[src/rtl/prbs_channel_tx_pkg.sv]
// Shared constants for the PRBS9 BPSK transmitter and ISI channel model.
package prbs_channel_tx_pkg;

    localparam logic [8:0]        PRBS9_SEED  = 9'h1FF;
    localparam int                PRBS9_TAP_A = 8;
    localparam int                PRBS9_TAP_B = 4;

    // Bit value carried for each BPSK symbol; sign bit 1 means -1 at the slicer.
    localparam logic              SYM_BIT_POS = 1'b0;
    localparam logic              SYM_BIT_NEG = 1'b1;

    localparam int                SAT_HI_DEF  = 1023;
    localparam int                SAT_LO_DEF  = -1024;

    localparam logic signed [7:0] TAP_IMPULSE = 8'sh7F;

    function automatic int sat_hi(input int bw);
        return (1 << (bw - 1)) - 1;
    endfunction

    function automatic int sat_lo(input int bw);
        return -(1 << (bw - 1));
    endfunction

endpackage

[src/rtl/prbs_channel_tx_prbs9_gen.sv]
// PRBS9 (x^9 + x^5 + 1) Fibonacci generator; o_b is the current symbol bit.
module prbs9_gen
    import prbs_channel_tx_pkg::*;
(
    input  logic i_clk,
    input  logic i_rst_n,
    input  logic i_en,
    output logic o_b
);

    logic [8:0] state_q;

    assign o_b = state_q[PRBS9_TAP_A] ^ state_q[PRBS9_TAP_B];

    // State shift on each symbol enable, reseeded on reset.
    always_ff @(posedge i_clk) begin
        if (!i_rst_n) begin
            state_q <= PRBS9_SEED;
        end else if (i_en) begin
            state_q <= {state_q[7:0], o_b};
        end
    end

endmodule

[src/rtl/prbs_channel_tx.sv]
// PRBS9 BPSK source driven through a programmable ISI FIR with saturating
// output, plus shadow/active tap banks loaded through a commit handshake.
module prbs_channel_tx
    import prbs_channel_tx_pkg::*;
#(
    parameter int N_TAP  = 3,
    parameter int TAP_BW = 8,
    parameter int OUT_BW = 11,
    parameter int CNT_BW = 16
) (
    input  logic                     i_clk,
    input  logic                     i_rst_n,
    input  logic                     i_en,
    input  logic                     i_coef_wr,
    input  logic [2:0]               i_coef_addr,
    input  logic signed [TAP_BW-1:0] i_coef_data,
    input  logic                     i_coef_commit,
    output logic signed [OUT_BW-1:0] o_data,
    output logic                     o_bit,
    output logic                     o_valid,
    output logic [CNT_BW-1:0]        o_sym_cnt
);

    // Extra headroom so N_TAP full-scale terms can never wrap before saturation.
    localparam int SUM_BW = OUT_BW + 1 + $clog2(N_TAP);
    localparam int DL_W   = (N_TAP > 1) ? N_TAP - 1 : 1;
    localparam logic signed [SUM_BW-1:0] SAT_HI_S = SUM_BW'(sat_hi(OUT_BW));
    localparam logic signed [SUM_BW-1:0] SAT_LO_S = SUM_BW'(sat_lo(OUT_BW));

    logic                     b_s;
    logic [DL_W-1:0]          dl_q;
    logic [DL_W-1:0]          dl_d;
    logic [N_TAP-1:0]         win_s;
    logic signed [TAP_BW-1:0] shadow_q   [N_TAP];
    logic signed [TAP_BW-1:0] shadow_d   [N_TAP];
    logic signed [TAP_BW-1:0] active_q   [N_TAP];
    logic signed [TAP_BW-1:0] impulse_s  [N_TAP];
    logic signed [SUM_BW-1:0] acc_s;
    logic signed [OUT_BW-1:0] y_s;
    logic signed [OUT_BW-1:0] data_q;
    logic                     bit_q;
    logic                     valid_q;
    logic [CNT_BW-1:0]        cnt_q;

    prbs9_gen u_prbs9 (
        .i_clk   (i_clk),
        .i_rst_n (i_rst_n),
        .i_en    (i_en),
        .o_b     (b_s)
    );

    generate
        if (N_TAP > 1) begin : g_dl
            assign win_s = {dl_q, b_s};
            assign dl_d  = win_s[N_TAP-2:0];
        end else begin : g_no_dl
            assign win_s = b_s;
            assign dl_d  = dl_q;
        end
    endgenerate

    // Reset bank and shadow bank with the pending write merged in.
    always_comb begin
        for (int k = 0; k < N_TAP; k++) begin
            if (k == 0) begin
                impulse_s[k] = TAP_BW'(TAP_IMPULSE);
            end else begin
                impulse_s[k] = '0;
            end
            if (i_coef_wr && (i_coef_addr == 3'(k))) begin
                shadow_d[k] = i_coef_data;
            end else begin
                shadow_d[k] = shadow_q[k];
            end
        end
    end

    // Channel FIR over {current symbol, delay line} and output saturation.
    always_comb begin
        acc_s = '0;
        for (int k = 0; k < N_TAP; k++) begin
            if (win_s[k] == SYM_BIT_NEG) begin
                acc_s = acc_s - {{(SUM_BW-TAP_BW){active_q[k][TAP_BW-1]}}, active_q[k]};
            end else begin
                acc_s = acc_s + {{(SUM_BW-TAP_BW){active_q[k][TAP_BW-1]}}, active_q[k]};
            end
        end
        if (acc_s > SAT_HI_S) begin
            y_s = SAT_HI_S[OUT_BW-1:0];
        end else if (acc_s < SAT_LO_S) begin
            y_s = SAT_LO_S[OUT_BW-1:0];
        end else begin
            y_s = acc_s[OUT_BW-1:0];
        end
    end

    // Tap banks, delay line, registered outputs and symbol counter.
    always_ff @(posedge i_clk) begin
        if (!i_rst_n) begin
            shadow_q <= impulse_s;
            active_q <= impulse_s;
            dl_q     <= {DL_W{SYM_BIT_POS}};
            data_q   <= '0;
            bit_q    <= 1'b0;
            valid_q  <= 1'b0;
            cnt_q    <= '0;
        end else begin
            shadow_q <= shadow_d;
            if (i_coef_commit) begin
                active_q <= shadow_d;
            end
            if (i_en) begin
                dl_q    <= dl_d;
                data_q  <= y_s;
                bit_q   <= b_s;
                valid_q <= 1'b1;
                cnt_q   <= cnt_q + {{(CNT_BW-1){1'b0}}, 1'b1};
            end else begin
                valid_q <= 1'b0;
            end
        end
    end

    assign o_data    = data_q;
    assign o_bit     = bit_q;
    assign o_valid   = valid_q;
    assign o_sym_cnt = cnt_q;

endmodule

[config.mk]
export PLATFORM = sky130hd
export DESIGN_NAME = prbs_channel_tx
export DESIGN_NICKNAME = d
export VERILOG_FILES = /design/src/rtl/prbs_channel_tx_pkg.sv /design/src/rtl/prbs_channel_tx_prbs9_gen.sv /design/src/rtl/prbs_channel_tx.sv
export SDC_FILE = /design/constraint.sdc
export NUM_CORES = 1
export LEC_CHECK = 0
export BUFFER_PORTS_ARGS = -buffer_cell sky130_fd_sc_hd__clkbuf_2
export CAP_MARGIN = 15
export CORE_ASPECT_RATIO = 0.8
export CORE_UTILIZATION = 55
export CTS_CLUSTER_DIAMETER = 80
export DETAILED_ROUTE_END_ITERATION = 6
export HOLD_SLACK_MARGIN = 0.12
export PLACE_DENSITY = 0.74
export SYNTH_ARGS = -nofsm -noshare
export SYNTH_HDL_FRONTEND = slang
export SYNTH_SLANG_ARGS = --single-unit
export TNS_END_PERCENT = 1
[constraint.sdc]
create_clock -name i_clk -period 6.5 [get_ports i_clk]
set_clock_uncertainty 0.05 [all_clocks]
set_input_delay 0.325 -clock i_clk [delete_from_list [all_inputs] [get_ports i_clk]]
set_output_delay 0.325 -clock i_clk [all_outputs]
set_load 0.01 [all_outputs]
==> results.md <==
* Post-DP HPWL at about 8000 um
* Util after Layout at 0.6354
* Die Span Y at 88.64 um
* Die ar. at ~0.01 mm2
* Outcome: finished clean
* Compound-Gate Fraction of Synth Area at 0.1984
* Via Count at 4271
* First-pass iteration count of the detailed router at 5
* Total congestion overflow at 0
* Root buf cell: clkbuf_16
* XOR/XNOR Fraction of Synth Area at 0.08996
* Final Power at around 1.9 mW
* Mean Syn Cell Area at between 8 and 9 um2
* Worst Hold Class: primary input to flip-flop
* Area Growth Syn to Fin at 11.76%
* IO Pins at 45
* Drt wl/cell at about 15 um
* Crit path kind: flip-flop to flip-flop
* Largest net degree at the start of global routing at between 80 and 90
* Core area at between 0.009 and 0.01 mm2
* Simple-Gate Fraction of Synth Area at 0.1874
* CP Max Fanout at 11
* Vias in the first global route at between 3000 and 4000
* Htree depth at 3
* DRT Wirelength at 11380 um
* Worst hold start: i_coef_data[4]
* FMAX at 0.1879 GHz
* Initial antenna violation count at 0
* Postcts setup bufs at 0
* Slew @ Worst Pin at 873.8 ps
* Data required, critical path at 6680 ps
* Sequential share of the synthesized area at 0.3375
* Post-synth top flop: dfxtp_1
* Fin. Hold Viols at 0
* Clk pin slew, worst setup/hold paths at 70 ps
* Post-synth EDFFs at 0
* Number of fill cells at around 790
* Leakage at about 2.5 nW
* Clock Sink Count at between 80 and 90
* Flops & latches, synth at just under 90
* Number of routed nets with antenna violations at 0
* Worst R2R Path Depth at 21
* N_diodes at 0
* Worst reg2reg setup slack at about 1200 ps
* Crit path time final at approximately 5300 ps
* Drt via density at 5.733
* PD cells at 326.6 mW/mm2
* Port bufs at 44
* Iter 0 DRT Violations at roughly 270
* Largest family of logic cells by synthesized area: compound AO/OA/AOI/OAI gates
* Final RePlAce weighted congestion at roughly 0.9
* Post-layout nets at between 600 and 700
* Period Utilization, post-route at 0.8187
* # DRC at 0
* Max-Cap Viols at 0
* Syn nets at 637
* Syn Inst Count at roughly 600
* Hold Path Depth at 3
* Post-synthesis cell area at around 0.0052 mm2
* CTS tree: built
* Library cells used by synthesis at between 60 and 70
* VDD IR max at 192.0 uV
* Synthesis Warnings at 0
* Critical Path End Type: flip-flop
* Die W at ~110 um
* RSZ-0062 raised after global routing: false
* GRT Util Overall at 0.2449
* Post-CTS Resized at 0
* Relative slew slack at 0.4175
* Initial Util at 0.5685
* First-pass GRT wire length at approximately 19000 um
* Footprint of the multi-input gates at around 0.0032 mm2
* WP data arrival at between 5000 and 6000 ps
* Slew Limit Fails at 0
* TritonCTS buffer count at 9
* Setup_tns at 0 ps
* Seq. cell area at roughly 0.0017 mm2
* Max Buffers Root-to-Sink at 2
* Hold-fix buffers, CTS at 0
* Row cnt at 31
* CP Launch Type: flip-flop
* Multiplexer share of the synthesized area at 0.07202
* Fraction of layout cells with a size suffix above 1 at 0.1397
* Async SR Flop Fraction at 0
* Setup violators final at 0
* Worst R2R End: o_data[1]
* Clock latency on the worst-skew pair at 340 ps
* WHS Endpoint: shadow_q[20]
* Critical R2R Launch: u_prbs9.state_q[4]
* Adder-cell share of the synthesized area at 0.07323
[how the worst max path moves through the flow]
stage,cells after the start,start,endpoint
2_1_floorplan,21,dl_q[0],o_data[0]
3_3_place_gp,21,active_q[8],o_data[1]
3_5_place_dp,21,u_prbs9.state_q[4],o_data[1]
4_1_cts,21,u_prbs9.state_q[4],o_data[1]
5_1_grt,19,dl_q[0],o_data[1]
6_report,21,u_prbs9.state_q[4],o_data[1]
[cell usage in the layout, fill, tap and decap left out, types with 15 or more instances in the layout]
| cell type | Yosys | final |
|---|---|---|
| xnor2_1 | 38 | 38 |
| xor2_1 | 15 | 15 |
| o211a_1 | 19 | 19 |
| clkbuf_2 | 0 | 44 |
| o21ai_0 | 32 | 32 |
| nor2b_1 | 26 | 26 |
| and2_1 | 17 | 17 |
| a21oi_1 | 38 | 38 |
| dfxtp_1 | 87 | 87 |
| inv_1 | 22 | 22 |
| nand2_1 | 68 | 68 |
| nor2_1 | 29 | 29 |
| mux2i_1 | 36 | 36 |
| ha_1 | 27 | 27 |
[synth_stat cells (9+ instances only)]
cell,count,area (um2)
nor2_1,29,108.9
nand3_1,11,55.05
o211a_1,19,190.2
inv_1,22,82.58
o31ai_1,11,82.58
mux2i_1,36,360.4
xor2_1,15,131.4
dfxtp_1,87,1742
nor3_1,9,45.04
ha_1,27,337.8
clkbuf_1,20,75.07
nor2b_1,26,162.7
and2_1,17,106.4
o21ai_0,32,160.2
nand2_1,68,255.2
a21oi_1,38,190.2
xnor2_1,38,332.8
[critical path, cell delays in order (launching register included)]
cell and delay [ps]:
dfxtp_1 370, xnor2_1 130, buf_4 210, mux2i_1 340
inv_1 100, ha_1 300, nor2b_1 140, o31ai_1 440
nand2_1 110, nand2_1 120, nor2_1 60, a211oi_1 390
xnor2_1 130, ha_1 390, nand4_1 110, a211oi_1 230
o31ai_2 160, or2_1 250, o211ai_1 190, and3b_1 330
or3_4 400, a32o_1 230
[report_power, final]
| group | switching (mW) | total (mW) | internal [mW] |
|---|---|---|---|
| logic | 0.428 | 0.751 | 0.323 |
| clock network | 0.222 | 0.537 | 0.314 |
| registers | 0.0261 | 0.596 | 0.570 |
[area by class of cell]
type	instances	area share
inverters	23	0.01497
clock inverters	6	0.01302
multi-input cells	455	0.5589
flip-flops and latches	87	0.3020
well taps	115	0.02495
clock buffers	10	0.04144
repair buffers	49	0.04470
[metal layers]
metal,share of wire,vias up,GRT usage
met5,0,-,0
met4,0.017,0,0.08014
met3,0.035,16,0.04197
met2,0.46,74,0.3862
met1,0.49,2035,0.3408
li1,-,2146,-
[cells by family after synthesis]
kind of cell               after synthesis
muxes                                   37
DFF                                     87
xor gates and xnor gates                53
and+or+nand+nor                        190
adders and majority gates               29
buffers and inverters                   50
AOI/OAI and AO/OA                      146
[registers in the layout, indices dropped and copies added (netlist names)]
signal / count
o_valid: 1
o_data: 11
u_prbs9.state_q: 9
active_q: 24
shadow_q: 24
dl_q: 2
o_sym_cnt: 16
[metrics by stage]
stage / worst slack [ps] / cells / area [um2] / hold slack [ps]
after floorplan: 1694 / 592 / 5160 / 388.3
after global placement: 1502 / 728 / 5445 / 401.3
after detailed placement: 1286 / 728 / 5445 / 406.7
after CTS: 1253 / 744 / 5759 / 231.8
after global routing: 729.8 / 745 / 5767 / 257.7
final: 1179 / 745 / 5767 / 238.2
Note: power is estimated with default switching activity, not from simulation.
